### src/rtl/div32_seq.sv
// Sequential 32-bit RV32M divider (DIV/DIVU/REM/REMU) using restoring radix-2 division.
// Latency: done pulses 34 edges after the start edge; start is ignored unless the block is idle.

// Trial-subtraction adder: {cout, sum} = x + y + sub.
module adder32 (
  input  logic [31:0] x,
  input  logic [31:0] y,
  input  logic        sub,
  output logic [31:0] sum,
  output logic        cout
);
  assign {cout, sum} = {1'b0, x} + {1'b0, y} + {32'b0, sub};
endmodule

module div32_seq (
  input  logic        clk,
  input  logic        rst_n,
  input  logic        start,
  input  logic [1:0]  op,
  input  logic [31:0] a,
  input  logic [31:0] b,
  output logic        busy,
  output logic        done,
  output logic [31:0] result
);
  typedef enum logic [1:0] {IDLE, CALC, FIX, DONE} state_t;

  state_t      state;
  logic [1:0]  op_q;
  logic [31:0] a_q;
  logic [31:0] b_q;
  logic [31:0] b_mag;
  logic        sign_a;
  logic        sign_b;
  logic [31:0] rem_q;
  logic [31:0] quo_q;
  logic [4:0]  cnt;

  logic        signed_op;
  logic [32:0] shifted;
  logic [31:0] diff;
  logic        cout;
  logic        sub_ok;
  logic [31:0] fix_res;

  assign signed_op = ~op[0];

  // quo_q starts as |a| and shifts out dividend bits while quotient bits shift in.
  assign shifted = {rem_q, quo_q[31]};

  adder32 u_sub (
    .x   (shifted[31:0]),
    .y   (~b_mag),
    .sub (1'b1),
    .sum (diff),
    .cout(cout)
  );

  assign sub_ok = shifted[32] | cout;

  always_comb begin
    fix_res = 32'h0;
    if (b_q == 32'h0) begin
      fix_res = op_q[1] ? a_q : 32'hFFFF_FFFF;
    end else if (!op_q[1]) begin
      // -2^31 / -1 yields quo=0x80000000 with no sign flip, matching RV32M overflow.
      fix_res = (sign_a ^ sign_b) ? (32'h0 - quo_q) : quo_q;
    end else begin
      fix_res = sign_a ? (32'h0 - rem_q) : rem_q;
    end
  end

  always_ff @(posedge clk or negedge rst_n) begin
    if (!rst_n) begin
      state  <= IDLE;
      busy   <= 1'b0;
      done   <= 1'b0;
      result <= 32'h0;
      op_q   <= 2'b00;
      a_q    <= 32'h0;
      b_q    <= 32'h0;
      b_mag  <= 32'h0;
      sign_a <= 1'b0;
      sign_b <= 1'b0;
      rem_q  <= 32'h0;
      quo_q  <= 32'h0;
      cnt    <= 5'd0;
    end else begin
      case (state)
        IDLE: begin
          done <= 1'b0;
          if (start) begin
            state  <= CALC;
            busy   <= 1'b1;
            op_q   <= op;
            a_q    <= a;
            b_q    <= b;
            sign_a <= signed_op & a[31];
            sign_b <= signed_op & b[31];
            quo_q  <= (signed_op & a[31]) ? (32'h0 - a) : a;
            b_mag  <= (signed_op & b[31]) ? (32'h0 - b) : b;
            rem_q  <= 32'h0;
            cnt    <= 5'd0;
          end
        end
        CALC: begin
          rem_q <= sub_ok ? diff : shifted[31:0];
          quo_q <= {quo_q[30:0], sub_ok};
          cnt   <= cnt + 5'd1;
          if (cnt == 5'd31) state <= FIX;
        end
        FIX: begin
          result <= fix_res;
          busy   <= 1'b0;
          done   <= 1'b1;
          state  <= DONE;
        end
        DONE: begin
          done  <= 1'b0;
          state <= IDLE;
        end
        default: state <= IDLE;
      endcase
    end
  end
endmodule

### config.mk
export PLATFORM = sky130hd
export DESIGN_NAME = div32_seq
export DESIGN_NICKNAME = d
export VERILOG_FILES = /design/src/rtl/div32_seq.sv
export SDC_FILE = /design/constraint.sdc
export NUM_CORES = 1
export LEC_CHECK = 0
export BUFFER_PORTS_ARGS = -buffer_cell sky130_fd_sc_hd__buf_2
export CAP_MARGIN = 20
export CORE_MARGIN = 10
export CORE_UTILIZATION = 55
export CTS_CLUSTER_DIAMETER = 60
export DETAILED_ROUTE_END_ITERATION = 8
export PLACE_DENSITY = 0.74
export SLEW_MARGIN = 40
export SYNTH_ARGS = -nofsm -noshare
export SYNTH_HDL_FRONTEND = slang
export SYNTH_SLANG_ARGS = --single-unit
### constraint.sdc
create_clock -name clk -period 4.5 [get_ports clk]
set_input_delay 1.35 -clock clk [delete_from_list [all_inputs] [get_ports clk]]
set_output_delay 1.35 -clock clk [all_outputs]
set_load 0.1 [all_outputs]
# Yosys cells after proc, flatten, opt, wreduce, memory -nomap -nowiden
# Index checks and enable logic that the tools add are counted.
# op_classes
reduce_logical	10
bitwise	6
n_eq_ne	6
n_mux	20
add_sub_neg	7
# ops
cell	n
32-bit 2-to-1 mux	10
32-bit one-hot mux with 2 select lines	2
1-bit by 32-bit subtractor with 32-bit output (first input constant)	4
32-bit by 32-bit adder with 33-bit output	1
33-bit by 1-bit adder with 33-bit output (second input constant)	1
32-bit zero test	1
32-bit inverter	1
5-bit one-hot mux with 2 select lines	1
2-bit one-hot mux with 4 select lines	1
2-bit AND reduction	4
2-bit nonzero test	3
5-bit by 1-bit adder with 5-bit output (second input constant)	1
5-bit equality test (second input constant)	1
5-bit 2-to-1 mux	1
2-bit equality test (second input constant)	2
2-bit 2-to-1 mux	2
2-bit inequality test (second input constant)	2
1-bit one-hot mux with 2 select lines	2
1-bit AND	2
2-bit by 1-bit equality test with 1-bit output (second input constant)	1
2-bit zero test	1
2-bit OR reduction	1
1-bit 2-to-1 mux	1
1-bit inverter	1
other kinds (2)	2
# totals
input_bits	69
regBits	205

# Depth between registers and ports, before layout
# Gate-level depths: netlist (run 1).
# depth
depth_word	6
depth_mapped	13
mapped_depth_nobuf	12

# Modules after synthesis
# Synthesis (run 1) repeated with hierarchy kept, for this count alone.
# unflattened
hier_cells	1619
hier_area_um2	13565.5
# by_module_without_submodules
module	n_inst	area_each_um2	cells_per_inst
div32_seq	1	11711.2	1360
adder32	1	1854.3	259

# Worst setup path after synthesis (run 1)
# Ideal clock, no wire load.
# synth_timing
path_type	input to register
start	in a[4]
end	reg quo_q[30]
path_stages	9
path_buffers	0
arrival_ns	3.396
slack_ns	0.967
required_time_ns	4.363
setup_time_ns	0.137
path_cell_list	or3_1 > or3b_2 > nor4_2 > a41oi_1 > a21oi_1 > xor2_1 > nor2_1 > a21oi_1 > a21oi_1
# synth_between
elab_chain_cells	4
# synth_lines
item	line_no	source
start, declared	20	input logic [31:0] a,
1-bit by 32-bit subtractor with 32-bit output	100	quo_q <= (signed_op & a[31]) ? (32'h0 - a) : a;
32-bit 2-to-1 mux	100	
32-bit 2-to-1 mux	92	if (start) begin
32-bit one-hot mux with 2 select lines	89	case (state)
end signal, assigned	100	
end signal, assigned	108	quo_q <= {quo_q[30:0], sub_ok};
end, declared	36	logic [31:0] quo_q;
# Every way passes these cells. The select of a mux whose other input is x is not followed.
# A chain may end at the register's enable or synchronous reset.

# Worst setup path after layout (run 1)
# layout_timing
start	reg quo_q[31]
end	reg rem_q[17]
# layout_between
elab_chain_cells	5
# layout_lines
item	line_no	source
32-bit by 32-bit adder with 33-bit output (*)	12	assign {cout, sum} = {1'b0, x} + {1'b0, y} + {32'b0, sub};
33-bit by 1-bit adder with 33-bit output (*)	12	
1-bit bitwise OR	59	assign sub_ok = shifted[32] | cout;
32-bit 2-to-1 mux (*)	107	rem_q <= sub_ok ? diff : shifted[31:0];
32-bit one-hot mux with 2 select lines (*)	89	
end signal, assigned	107	
end, declared	35	logic [31:0] rem_q;
# Mark *: on every way between the ends. The rest lies on a longest branch, timed or not.

==> results.json, run 1 <==
{
  "tightestPinTransition_ns": 0.8353,
  "drtIter0Drc": 962,
  "cts.hold.buffers_added": 0,
  "slew_headroom_pct": 43.61,
  "postRouteAntennaNets": 0,
  "synth-seq-area-share_pct": 38.71,
  "path_class": "flop to flop",
  "dp_hpwl_microns": 25570,
  "grt_pass1_vias": 11340,
  "io_pins": 103,
  "initial_core_util_pct": 55.91,
  "startpoint_type": "flop",
  "die_area_sq_mm": 0.03044,
  "crit_path_max_incr_delay_ns": 0.50,
  "antennaDiodeCount": 0,
  "final_nets": 1681,
  "path_cells": "inv_1, ha_1, fa_1, nor2b_1, o2111ai_1, a2111o_1, a211oi_1, nor3_1, o31ai_4, buf_12, nor2_1, a31o_2, a22o_1",
  "slew_viol_final": 0,
  "crit_required_ns": 4.94,
  "avgSynthCellArea_sq_um": 8.749,
  "fin_util_pct": 62.91,
  "critPathCaptureType": "flop",
  "cts_resized": 0,
  "fmax_mhz": 276.0,
  "cts.sinks": 203,
  "drive_gt1_share_pct": 16.03,
  "synth_cell_types": 73,
  "dr.pass1.iters": 6,
  "finalHoldViolations": 0,
  "setup_tns_ns": 0,
  "synth_edf_count": 0,
  "die-height_microns": 174.5,
  "core_sq_mm": 0.02347,
  "hold_class": "flop to flop",
  "cp_max_fo": 43,
  "clock_path_buffers": 3,
  "outcome": "completed",
  "crit_slowest_cell": "a2111o_1",
  "syn-num-nets": 1612,
  "fin_skew_ns": 0.03808,
  "syn_area_sq_mm": 0.01312,
  "gp_congestion": 0.9354,
  "grtUsageTotal_pct": 22.59,
  "ys.warnings.count": 0,
  "period_needed_ns": 3.623,
  "cts_buffers": 26,
  "synthFlopType": "dfrtp_1",
  "die_w_microns": 174.5,
  "areaGrowthSynthToFinish_pct": 12.51,
  "drc": 0,
  "syn_inst": 1500,
  "wl_per_cell_microns": 18.55,
  "rsz0062_at_grt": "no",
  "vias": 11430,
  "setup_violations": 0,
  "cts_max_level": 1,
  "core.rowCount": 56,
  "grt_pass1_wl_microns": 57680,
  "cts_root_buf": "clkbuf_16",
  "synth-async-reset-ratio_pct": 100.0,
  "tritoncts": "done",
  "period_share_pct": 80.52,
  "port_buffers": 102,
  "crit_arrival_ns": 4.06,
  "cts_setup_buffers": 0,
  "antenna_found_initial": 0,
  "ys_ff_latch": 203,
  "vias_per_cell": 6.002,
  "grt_overflow": 0,
  "cap_violations": 0,
  "clk_pin_slew_ns": 0.06,
  "grt_start_max_net_pins": 115,
  "wirelength_microns": 35320,
  "clk-insertion-delay-late_ns": 0.55
}
==> layer usage <==
metal / vias up / share of wire [%] / global-route usage (%)
met5: - / 0 / 0
met2: 357 / 48 / 37.47
met3: 64 / 5.9 / 3.445
met1: 5524 / 44 / 29.58
li1: 5482 / - / -
met4: 0 / 2.5 / 7.303
==> per-stage QoR <==
step	cell area (sq um)	hold slack (ns)	instances	setup slack, ns
2_1_floorplan	13120	0.4446	1500	0.9674
3_3_place_gp	13930	0.4596	1860	0.7666
3_5_place_dp	13930	0.4650	1860	0.7196
4_1_cts	14750	0.4773	1904	0.8906
5_1_grt	14770	0.4872	1904	0.6169
6_report	14770	0.4754	1904	0.8767
==> placed cells by master (no fill, tap or decap), types with 7 or more instances in the layout <==
cell type	Yosys	routed
a21o_1	28	28
a21oi_1	121	121
a221oi_1	8	8
a22o_1	14	14
a31oi_1	16	16
and3_1	7	7
buf_2	5	101
buf_4	1	18
clkbuf_16	0	26
dfrtp_1	203	203
ha_1	42	41
inv_1	63	62
mux2_2	62	62
mux2i_1	24	24
nand2_1	180	178
nand3_1	19	19
nand4_1	7	7
nor2_1	106	106
nor2b_1	11	10
nor3_1	27	27
nor4_1	20	20
o21a_1	9	8
o21ai_0	168	168
o22ai_1	10	10
o31ai_1	15	15
o41ai_1	7	7
or3_1	11	11
or4_1	7	7
xnor2_1	86	86
xor2_1	54	54
==> cells in the mapped netlist (24+ instances only) <==
| master | number | area [sq um] |
|---|---|---|
| xor2_1 | 54 | 473.0 |
| clkbuf_1 | 66 | 247.7 |
| a21o_1 | 28 | 210.2 |
| mux2i_1 | 24 | 240.2 |
| xnor2_1 | 86 | 753.2 |
| nand2_1 | 180 | 675.7 |
| nor2_1 | 106 | 397.9 |
| inv_1 | 63 | 236.5 |
| ha_1 | 42 | 525.5 |
| nor3_1 | 27 | 135.1 |
| dfrtp_1 | 203 | 5080 |
| mux2_2 | 62 | 698.2 |
| o21ai_0 | 168 | 840.8 |
| a21oi_1 | 121 | 605.6 |
==> worst max-delay path: cells and delay by family, from the launching register on <==
kind | cells | cell delay (ns)
AO/OA/AOI/OAI | 6 | 1.78
buffers and inverters | 2 | 0.32
AND/OR/NAND/NOR | 3 | 0.42
adder cells (fa/ha/maj) | 2 | 0.61
flip-flops | 1 | 0.39
==> state kept, by name (all words and copies together) (netlist names) <==
name    flops
busy        1
done        1
cnt         5
quo_q      32
sign_b      1
state       2
result     32
b_q        32
b_mag      31
a_q        32
op_q        1
sign_a      1
rem_q      32
==> worst paths after layout <==
check / from / endpoint / slack [ns] / depth (start not counted)
max: quo_q[31] / rem_q[17] / 0.88 / 13
min: b_mag[27] / b_mag[27] / 0.48 / 2
max reg2reg: quo_q[31] / rem_q[17] / 0.88 / 13
min reg2reg: b_mag[27] / b_mag[27] / 0.48 / 2
max in group asynchronous: rst_n / b_mag[19] / 2.65 / 2
min in group asynchronous: rst_n / b_q[7] / 0.85 / 1
==> area by class of cell <==
cell class	count	area [sq um]
timing repair buffer	123	714.4
inverter	63	236.5
clock inverter	9	95.09
fill	2034	8707
multi-input combinational	1152	7516
clock buffer	35	724.4
sequential	203	5080
tap	319	399.1
==> logic make-up after synthesis <==
group,synth area share (%)
and+or+nand+nor,15.04
xor gates and xnor gates,9.343
DFF,38.71
AOI/OAI and AO/OA,21.26
buffers and inverters,4.224
muxes,7.265
adders and majority gates,4.157
Power of run 1 is not shown: default switching activity piles up to over one toggle a cycle in this logic, so the estimate is an artifact.
==> run 2: changes to the inputs <==
- ABC_AREA: unset -> 1
- PLACE_DENSITY: 0.74 -> 0.76
- clock period: 4.5 -> 3.3 ns (I/O delays scaled with it)
==> results.json, run 2 <==
{
  "initial_core_util_pct": 56.22,
  "dr.pass1.iters": 6,
  "die_area_sq_mm": 0.03485,
  "tritoncts": "done",
  "path_cells": "inv_1, ha_1, fa_1, inv_1, nand2_1, nand2_1, nand3_1, nand2_2, nand2_2, nand2_4, nand3_4, nand2_4, nand2_1, nand3_1, o21ai_0",
  "wl_met2_microns": 22290,
  "met3_length_microns": 5234,
  "cts_setup_buffers": 0,
  "synth_edf_count": 0,
  "fin_skew_ns": 0.02122,
  "grt_pass1_wl_microns": 83680,
  "layout_common_cells": "nand2_1, inv_1, nand3_1",
  "vias": 16620,
  "synth-seq-area-share_pct": 33.25,
  "multi_input_area_sq_mm": 0.008477,
  "p_leak_nw": 9.289,
  "clk_pin_slew_ns": 0.06,
  "slew_viol_final": 0,
  "outcome": "completed",
  "crit_path_max_incr_delay_ns": 0.42,
  "dp_hpwl_microns": 40240,
  "setup_violations": 0,
  "fmax_mhz": 388.7,
  "place_inst": 2880,
  "period_needed_ns": 2.573,
  "grtUsageTotal_pct": 29.23,
  "areaGrowthSynthToFinish_pct": 12.48,
  "die-height_microns": 186.7,
  "cts_root_buf": "clkbuf_16",
  "worst-path-buf-inv": 2,
  "grt_overflow": 0,
  "cts_max_level": 1,
  "die_w_microns": 186.7,
  "drive_gt1_share_pct": 8.359,
  "postRouteAntennaNets": 0,
  "rr_startpoint": "quo_q[31]",
  "crit_required_ns": 3.70,
  "r2r_slack_ns": 0.73,
  "synth_cell_types": 47,
  "synth_top_area_share_pct": 33.25,
  "clk-insertion-delay-late_ns": 0.55,
  "syn_area_sq_mm": 0.01528,
  "synth-async-reset-ratio_pct": 100.0,
  "core_sq_mm": 0.02718,
  "fin_area_sq_mm": 0.01719,
  "crit_arrival_ns": 2.97,
  "cts_resized": 0,
  "core.rowCount": 60,
  "syn-num-nets": 2576,
  "place_area_sq_mm": 0.01614,
  "cp_top_family": "simple AND/OR/NAND/NOR gates",
  "tightestPinTransition_ns": 0.8182,
  "setup_tns_ns": 0,
  "port_buffers": 102,
  "regArea_sq_mm": 0.005080,
  "startpoint_type": "flop",
  "period_share_pct": 77.96,
  "cts.hold.buffers_added": 0,
  "synth_most_common_cell": "nand2_1",
  "rsz0062_at_grt": "no",
  "drtIter0Drc": 2099,
  "synth_top_cells_by_area": "dfrtp_1, nand2_1, nand3_1",
  "layout_commonest_cell": "nand2_1",
  "wirelength_microns": 52790,
  "r2r-end": "rem_q[1]",
  "antenna_found_initial": 0,
  "peakVddDrop_v": 0.001233,
  "cap_violations": 0,
  "ys_ff_latch": 203,
  "rr_worst_depth": 15,
  "synthTopCellsByCount": "nand2_1, inv_1, nand3_1",
  "io_pins": 103,
  "hold_class": "primary input to async pin",
  "drc": 0,
  "syn_inst": 2464,
  "cts_buffers": 28,
  "power.density_mw_per_mm2": 1285,
  "path_class": "flop to flop",
  "crit_slowest_cell": "fa_1",
  "antennaDiodeCount": 0,
  "gp_congestion": 0.9921,
  "fillers": 2627,
  "ys.warnings.count": 0,
  "drt-met1-wl_microns": 24180,
  "critical_path.most_common_cell": "nand2_1",
  "avgSynthCellArea_sq_um": 6.201,
  "vias_per_cell": 5.668,
  "critPathCaptureType": "flop",
  "cts.sinks": 203,
  "yosys.area.top_type": "dfrtp_1",
  "slew_headroom_pct": 45.39,
  "grt_start_max_net_pins": 70,
  "grt_pass1_vias": 15380,
  "synthFlopType": "dfrtp_1",
  "instances_no_fill": 2932,
  "final_nets": 2650,
  "power_mw": 22.07,
  "finalHoldViolations": 0,
  "cp_max_fo": 33,
  "clock_path_buffers": 3,
  "maxUsedRoutingLayer": "met4",
  "wl_per_cell_microns": 18.01
}
## run 2: cell types whose count changed after synthesis, sizes merged, moves of 26 or more
cell	previous run	this run
nand3	19	265
nor2	107	229
xor2	54	5
a21o	28	1
mux2	63	0
nand4	7	35
xnor2	86	13
o21ai	172	198
nand2	180	837
buf	16	42
inv	63	353
## run 2: final cells by class
class                           instances  share of cell area (%)
Multi-Input combinational cell       1821                   49.33
Sequential cell                       203                   29.56
Inverter                              356                   7.776
Clock buffer                           35                   4.645
Timing Repair Buffer                  128                   4.521
Tap cell                              372                   2.708
Clock inverter                         17                   1.463
## run 2: report_power, final
group          total, mW  switching, mW  internal (mW)
registers           4.76           1.04           3.72
logic               13.9           9.86           4.06
clock network       3.40           1.26           2.13
## run 2: worst max path at each step
| stage | startpoint | end | slack [ns] | cells past startpoint |
|---|---|---|---|---|
| 2_1_floorplan | a[0] | quo_q[24] | 0.96 | 12 |
| 3_3_place_gp | a[0] | quo_q[16] | 0.47 | 12 |
| 3_5_place_dp | a[0] | quo_q[16] | 0.43 | 12 |
| 4_1_cts | quo_q[31] | rem_q[1] | 0.74 | 15 |
| 5_1_grt | quo_q[31] | rem_q[1] | 0.44 | 15 |
| 6_report | quo_q[31] | rem_q[1] | 0.73 | 15 |
## run 2: logic make-up after synthesis
| logic type | Yosys count | share of synthesized area [%] |
|---|---|---|
| adders and majority gates | 43 | 3.571 |
| and+or+nand+nor | 1411 | 38.50 |
| xor gates and xnor gates | 18 | 1.032 |
| buffers and inverters | 440 | 11.33 |
| AOI/OAI and AO/OA | 349 | 12.33 |
| DFF | 203 | 33.25 |
## run 2: metal layers
| metal | track usage, % | vias up |
|---|---|---|
| met3 | 5.307 | 71 |
| met5 | 0 | - |
| met4 | 6.110 | 0 |
| met2 | 43.44 | 803 |
| li1 | - | 8022 |
| met1 | 43.17 | 7722 |
## run 2: per-stage QoR
| stage | worst slack (ns) | util [%] | hold WS [ns] |
|---|---|---|---|
| 3_5_place_dp | 0.4301 | 59.37 | 0.4610 |
| 5_1_grt | 0.4406 | 63.24 | 0.4928 |
| 6_report | 0.7273 | 63.24 | 0.4637 |
| 3_3_place_gp | 0.4740 | 59.37 | 0.4586 |
| 2_1_floorplan | 0.9599 | - | 0.4489 |
| 4_1_cts | 0.7405 | 63.24 | 0.4780 |
No activity file was read; power rests on OpenSTA's default activity.
==> run 3: changes to the inputs <==
- ABC_AREA: 1 -> 0
- PLACE_DENSITY: 0.76 -> 0.77
- clock period: 3.3 -> 2.3 ns (I/O delays scaled with it)
==> results.json, run 3 (synthesis results as in run 1) <==
{
  "crit_required_ns": 2.76,
  "dr.pass1.iters": 9,
  "instances_no_fill": 2203,
  "rsz0062_at_grt": "yes",
  "startpoint_type": "flop",
  "clk-insertion-delay-late_ns": 0.58,
  "slew_headroom_pct": 58.77,
  "drive_gt1_share_pct": 35.62,
  "initial_core_util_pct": 55.91,
  "die_w_microns": 174.5,
  "cap_violations": 0,
  "cts_buffers": 25,
  "critPathCaptureType": "flop",
  "maxUsedRoutingLayer": "met4",
  "cp_max_fo": 4,
  "tritoncts": "done",
  "gp_congestion": 0.9557,
  "dp_hpwl_microns": 29810,
  "cts_root_buf": "clkbuf_16",
  "io_pins": 103,
  "grt_overflow": 0,
  "slew_viol_final": 0,
  "areaGrowthSynthToFinish_pct": 38.90,
  "clk_pin_slew_ns": 0.06,
  "cts.sinks": 203,
  "antennaDiodeCount": 0,
  "grt_pass1_wl_microns": 69160,
  "final_nets": 1978,
  "grt_start_max_net_pins": 78,
  "wl_met2_microns": 22930,
  "drt-met1-wl_microns": 17000,
  "wl_per_cell_microns": 21.59,
  "grt_pass1_vias": 13780,
  "outcome": "complete, but fails checks",
  "port_buffers": 102,
  "core_sq_mm": 0.02347,
  "tightestPinTransition_ns": 0.6177,
  "antenna_found_initial": 1,
  "cts_max_level": 1,
  "setup_ws_ns": -1.010,
  "hold_class": "primary input to async pin",
  "drc": 0,
  "path_class": "flop to flop",
  "period_share_pct": 143.9,
  "die_area_sq_mm": 0.03044,
  "finalHoldViolations": 0,
  "grtUsageTotal_pct": 27.22,
  "drtIter0Drc": 1614,
  "violations": "negative setup slack",
  "core.rowCount": 56,
  "period_needed_ns": 3.310,
  "layout_commonest_cell": "buf_4",
  "vias_per_cell": 6.390,
  "postRouteAntennaNets": 0,
  "fin_skew_ns": 0.02269,
  "layout_common_cells": "buf_4, dfrtp_1, nand2_1",
  "place_inst": 2135,
  "vias": 14080,
  "fmax_mhz": 302.1,
  "cts.hold.buffers_added": 0,
  "clock_path_buffers": 3,
  "met3_length_microns": 4302,
  "crit_arrival_ns": 3.77,
  "setup_violations": 57,
  "wirelength_microns": 47570,
  "die-height_microns": 174.5
}
run 3: cell count changes in the layout (fill, tap and decap cells not counted), moves of 18 or more:
cell,before,now
xor2_1,5,52
inv_1,347,63
buf_4,21,275
mux2_2,0,59
nand4_1,35,7
o21ai_1,18,36
nor2_1,220,102
mux2i_1,0,20
a21o_1,1,28
nand2_1,828,171
xnor2_1,13,80
o21ai_0,178,115
buf_6,0,30
nand3_1,264,16
run 3: routing by layer:
metal / up-vias / GRT usage (%)
met2: 963 / 46.88
met5: - / 0
met3: 319 / 3.792
li1: 6086 / -
met1: 6709 / 32.31
met4: 0 / 14.43
run 3: critical path, cell delays in order, from the launching register on:
cell and delay, ns:
dfrtp_1 0.39, ha_2 0.21, fa_2 0.39, nor2b_4 0.15, o2111ai_2 0.13, a2111o_1 0.49
a211oi_4 0.32, nor3_4 0.10, o31ai_4 0.25, buf_6 0.16, clkbuf_16 0.14, nor2_1 0.07
a22o_1 0.22, a21o_1 0.18
run 3: through the flow:
step | utilization (%) | area, sq um | hold slack (ns) | setup slack [ns] | setup TNS, ns
global placement | 69.74 | 16370 | 0.4590 | -0.6925 | -37.88
global route | 77.66 | 18230 | 0.1643 | -1.130 | -44.60
CTS | 75.60 | 17750 | 0.1684 | -0.7831 | -31.07
floorplan | - | 13420 | 0.3944 | -0.5972 | -25.42
detailed placement | 69.74 | 16370 | 0.4673 | -0.7906 | -45.03
finish | 77.66 | 18230 | 0.1317 | -1.010 | -39.27
run 3: worst paths after layout:
path | from | end | slack (ns) | cells after the start
worst max-delay path | b_q[0] | rem_q[30] | -1.01 | 13
worst min-delay path | rst_n | b_q[2] | 0.13 | 1
worst max register to register | b_q[0] | rem_q[30] | -1.01 | 13
worst min register to register | result[9] | result[9] | 0.48 | 1
max in group asynchronous | rst_n | rem_q[25] | 1.53 | 2
min in group clk | op[1] | op_q[1] | 0.37 | 2
run 3: area by class of cell:
cell class / count / area, sq um
Inverter: 63 / 236.5
Timing Repair Buffer: 421 / 3264
Clock buffer: 33 / 725.7
Sequential cell: 203 / 5082
Multi-Input combinational cell: 1152 / 8347
Clock inverter: 12 / 173.9
Tap cell: 319 / 399.1
Fill cell: 1361 / 5244
run 3: repair_timing:
item                                    in CTS  in global routing
resized for setup                           78                 99
setup buffers                               15                  8
gates cloned                                 2                  2
pin swaps                                   39                 57
endpoints found under the setup margin      68                 70
Power of run 3 is left out for the same reason.
